<file path="src/rtl/alu_pkg.sv">
// Shared ALU definitions: state encodings used by the bit-serial arithmetic units.
package alu_pkg;

  localparam logic [1:0] ST_IDLE = 2'd0;
  localparam logic [1:0] ST_RUN  = 2'd1;
  localparam logic [1:0] ST_DONE = 2'd2;

endpackage

</file>
<file path="src/rtl/full_adder.sv">
// One-bit full adder, the single arithmetic cell reused by the serial ALU units.
module full_adder (
  input  logic a,
  input  logic b,
  input  logic carry_in,
  output logic sum,
  output logic carry_out
);

  assign sum       = a ^ b ^ carry_in;
  assign carry_out = (a & b) | (carry_in & (a ^ b));

endmodule

</file>
<file path="src/rtl/serial_subtractor.sv">
// Bit-serial A - B (LSB first, one bit per clock) with borrow/zero/overflow/less-than flags.
module serial_subtractor
  import alu_pkg::*;
#(
  parameter int WIDTH = 32
) (
  input  logic             clk,
  input  logic             rst_n,
  input  logic             in_valid,
  output logic             in_ready,
  input  logic [WIDTH-1:0] a,
  input  logic [WIDTH-1:0] b,
  output logic             out_valid,
  input  logic             out_ready,
  output logic [WIDTH-1:0] diff,
  output logic             borrow,
  output logic             zero,
  output logic             overflow,
  output logic             lt_signed
);

  localparam int             CW   = $clog2(WIDTH);
  localparam logic [CW-1:0]  LAST = CW'(WIDTH - 1);

  logic [1:0]       state;
  logic [WIDTH-1:0] a_sh;
  logic [WIDTH-1:0] b_sh;
  logic [WIDTH-2:0] d_sh;
  logic             carry;
  logic [CW-1:0]    count;
  logic             a_msb;
  logic             b_msb;
  logic             fa_sum;
  logic             fa_cout;
  logic [WIDTH-1:0] diff_next;
  logic             ovf_next;

  // Signed overflow of a - b: operands differ in sign and the result's sign differs from a.
  function automatic logic sub_overflow(input logic am, input logic bm, input logic dm);
    return (am != bm) && (dm != am);
  endfunction

  full_adder u_fa (
    .a         (a_sh[0]),
    .b         (~b_sh[0]),
    .carry_in  (carry),
    .sum       (fa_sum),
    .carry_out (fa_cout)
  );

  assign in_ready  = (state == ST_IDLE);
  assign diff_next = {fa_sum, d_sh};
  assign ovf_next  = sub_overflow(a_msb, b_msb, diff_next[WIDTH-1]);

  // Datapath: operand load and per-bit shift; always reloaded before use, so no reset.
  always_ff @(posedge clk) begin
    if (state == ST_IDLE && in_valid) begin
      a_sh  <= a;
      b_sh  <= b;
      carry <= 1'b1;
      count <= '0;
      a_msb <= a[WIDTH-1];
      b_msb <= b[WIDTH-1];
    end else if (state == ST_RUN) begin
      a_sh  <= a_sh >> 1;
      b_sh  <= b_sh >> 1;
      d_sh  <= diff_next[WIDTH-1:1];
      carry <= fa_cout;
      count <= count + CW'(1);
    end
  end

  // Control and result registers
  always_ff @(posedge clk) begin
    if (!rst_n) begin
      state     <= ST_IDLE;
      out_valid <= 1'b0;
      diff      <= '0;
      borrow    <= 1'b0;
      zero      <= 1'b0;
      overflow  <= 1'b0;
      lt_signed <= 1'b0;
    end else begin
      case (state)
        ST_IDLE: begin
          if (in_valid) state <= ST_RUN;
        end
        ST_RUN: begin
          if (count == LAST) begin
            state     <= ST_DONE;
            out_valid <= 1'b1;
            diff      <= diff_next;
            borrow    <= ~fa_cout;
            zero      <= ~|diff_next;
            overflow  <= ovf_next;
            lt_signed <= diff_next[WIDTH-1] ^ ovf_next;
          end
        end
        ST_DONE: begin
          if (out_ready) begin
            state     <= ST_IDLE;
            out_valid <= 1'b0;
          end
        end
        default: state <= ST_IDLE;
      endcase
    end
  end

endmodule

</file>
<file path="config.mk">
export PLATFORM = sky130hd
export DESIGN_NAME = serial_subtractor
export DESIGN_NICKNAME = d
export VERILOG_FILES = /design/src/rtl/alu_pkg.sv /design/src/rtl/full_adder.sv /design/src/rtl/serial_subtractor.sv
export SDC_FILE = /design/constraint.sdc
export NUM_CORES = 1
export LEC_CHECK = 0
export CAP_MARGIN = 25
export CORE_ASPECT_RATIO = 1.1
export CORE_MARGIN = 2
export CORE_UTILIZATION = 46
export CTS_CLUSTER_DIAMETER = 100
export DETAILED_ROUTE_END_ITERATION = 6
export PLACE_DENSITY = 0.75
export SLEW_MARGIN = 20
export SYNTH_ARGS = -nofsm -noshare
export SYNTH_HDL_FRONTEND = slang
export SYNTH_HIERARCHICAL = 1
export SYNTH_SLANG_ARGS = --single-unit
</file>
<file path="constraint.sdc">
create_clock -name clk -period 2.3 [get_ports clk]
set_input_delay 0.345 -clock clk [delete_from_list [all_inputs] [get_ports clk]]
set_output_delay 0.345 -clock clk [all_outputs]
set_load 0.05 [all_outputs]
</file>
==> out/qor.csv <==
metric;value;unit
status;completed;
cp-start-kind;flop;
path_delay_family;simple AND/OR/NAND/NOR gates;
fin_cells;664;
area_delta_synth_final;35.6;%
syn_inst;383;
timing.critical_path.cells;fa_1, nor4_1, nand4_1, or4_1, o31ai_2;
period_share;94.5;%
hold_viol;0;
io_buffers;105;
start_util;47.6;%
yosysWarningCount;6;
rows;41;
critPathKind;flop to flop;
worstPathArrival;2.50;ns
clk_pin_slew;0.06;ns
slew_headroom;64.1;%
antenna_left;0;
required;2.62;ns
tightestPinTransition;0.537;ns
drcViolationCount;0;
grt_usage;17.2;%
vias_per_cell;4.99;
core_area;11500;um^2
min_period;2.17;ns
worstSetupEndpointType;flop;
grt_pass1_vias;3463;
clk_root_buffer_cell;clkbuf_16;
die_h;119;um
worst-path-buf-inv;0;
seq_area_frac_synth;69.4;%
syn_avg_cell_area;14.4;um^2
insertion_delay;0.41;ns
critPathSlowestCell;fa_1;
rsz0062_at_grt;no;
routed_wl;10100;um
setup_violations;0;
dp_hpwl;7010;um
netlist_area;5500;um^2
dieArea;12800;um^2
drt-pass1-iter-count;4;
fmax;0.460;GHz
clockBufferDepth;2;
overflow;0;
synth_nets;454;
hold_path_class;flop to flop;
final_nets;572;
wl_per_cell;15.3;um
drive_above_1_share;21.8;%
irDropWorstVdd;0.000461;V
final_util;64.6;%
cts_resized;0;
cts_hold_buf;0;
cts_setup_buffers;0;
cp_slowest_stage_delay;0.54;ns
ys_ff_latch;142;
setup_tns;0;ns
ios;106;
gp_congestion;0.733;
skew;0.00967;ns
grt_max_degree;40;
crit_fanout;2;
leakagePower;2.62;nW
antenna_found_initial;0;
fin_hold_ws;0.461;ns
synth.distinct_cells;33;
antenna_cells;0;
place_inst;632;
num_vias;3316;
drv_slew;0;
cts_tree;done;
powerDensity;862;nW/um^2
total_power;6.43;mW
die_w;108;um
htree_levels;4;
grt_pass1_wl;16800;um
maxCapViolCount;0;
cts_buffers;17;
clock-sinks;142;
drt-initial-drc-count;98;
cells by family after synthesis:
kind of cell,after synthesis,share of synthesized area [%]
AND/OR/NAND/NOR,103,8.12
buffers and inverters,24,2.05
flip-flops,142,69.4
AO/OA/AOI/OAI,42,5.76
XOR/XNOR,3,0.478
adder cells (fa/ha/maj),4,1.00
multiplexers,65,13.2
routing by layer:
layer	global-route usage, %	vias up	routed length [um]
met4	5.37	0	108
met5	0	-	0
met3	7.67	8	754
met1	21.0	1572	4340
li1	-	1629	-
met2	27.3	107	4940
final cells by class:
type,instances,area [um^2]
clock inverters,10,119
clock buffers,22,518
flip-flops and latches,142,3810
well taps,150,188
repair buffers,119,1220
inverters,4,15.0
fillers,871,4080
multi-input cells,217,1590
flip-flops by register name, summed over array words and instances (netlist names):
name,flops
a_msb,1
a_sh,32
b_msb,1
b_sh,32
borrow,1
carry,1
count,5
d_sh,31
diff,32
lt_signed,1
out_valid,1
overflow,1
state,2
zero,1
placed cells by master, fill, tap and decap left out, types with 2 or more instances in the layout:
| cell type | instances |
|---|---|
| buf_4 | 9 |
| inv_6 | 3 |
| nor2_1 | 9 |
| xor2_1 | 2 |
| and2_1 | 2 |
| clkbuf_16 | 20 |
| dfxtp_1 | 45 |
| mux2i_1 | 3 |
| nor4_1 | 5 |
| clkinv_2 | 2 |
| edfxtp_1 | 97 |
| inv_1 | 4 |
| o211a_1 | 2 |
| mux2_2 | 62 |
| nand2_1 | 70 |
| nand3_1 | 2 |
| or4_1 | 2 |
| o21ai_0 | 3 |
| buf_12 | 5 |
| clkdlybuf4s50_1 | 105 |
| a21boi_0 | 33 |
| and3_1 | 3 |
| bufinv_16 | 2 |
| nand4_1 | 2 |
| ha_1 | 2 |
final timing paths:
| path | from | endpoint | slack (ns) | cells after the start |
|---|---|---|---|---|
| worst max-delay path | a_sh[0] | zero | 0.13 | 5 |
| worst min-delay path | diff[9] | diff[9] | 0.46 | 2 |
| worst max register to register | a_sh[0] | zero | 0.13 | 5 |
| worst min register to register | diff[9] | diff[9] | 0.46 | 2 |
Yosys cell counts, drive strengths merged:
master | count | area (um^2)
o211a | 2 | 20.0
nor4b | 1 | 8.76
o211ai | 1 | 7.51
or4 | 2 | 15.0
nor4 | 5 | 31.3
nor2 | 10 | 37.5
fa | 1 | 20.0
nand2 | 70 | 263
maj3 | 1 | 10.0
nor3b | 1 | 7.51
dfxtp | 45 | 901
xnor2 | 1 | 8.76
xor2 | 2 | 17.5
nor2b | 2 | 12.5
inv | 4 | 15.0
ha | 2 | 25.0
nand4 | 2 | 12.5
buf | 16 | 82.6
o31ai | 1 | 12.5
mux2i | 3 | 30.0
a211o | 1 | 8.76
and3 | 3 | 18.8
edfxtp | 97 | 2910
nor3 | 1 | 5.00
or2 | 1 | 6.26
mux2 | 62 | 698
a21oi | 1 | 5.00
clkbuf | 4 | 15.0
and2 | 3 | 18.8
o21ai | 3 | 15.0
nand3 | 2 | 10.0
a21boi | 33 | 248
tightest hold or removal path, stage by stage (launching register included):
cell and delay, ns:
dfxtp_1 0.31, nand2_1 0.04, a21boi_0 0.06
metrics by stage:
stage	setup slack [ns]	area, um^2
2_1_floorplan	0.0171	5500
3_3_place_gp	0.172	6820
3_5_place_dp	0.0979	6820
4_1_cts	0.0672	7460
5_1_grt	0.00598	7460
6_report	0.126	7460
power by group:
group / switching (mW) / internal (mW) / leakage (nW)
Combinational: 0.190 / 0.306 / 0.991
Clock: 1.04 / 1.83 / 0.313
Sequential: 0.0812 / 2.98 / 1.31
Power figures use the tool's default switching activity.
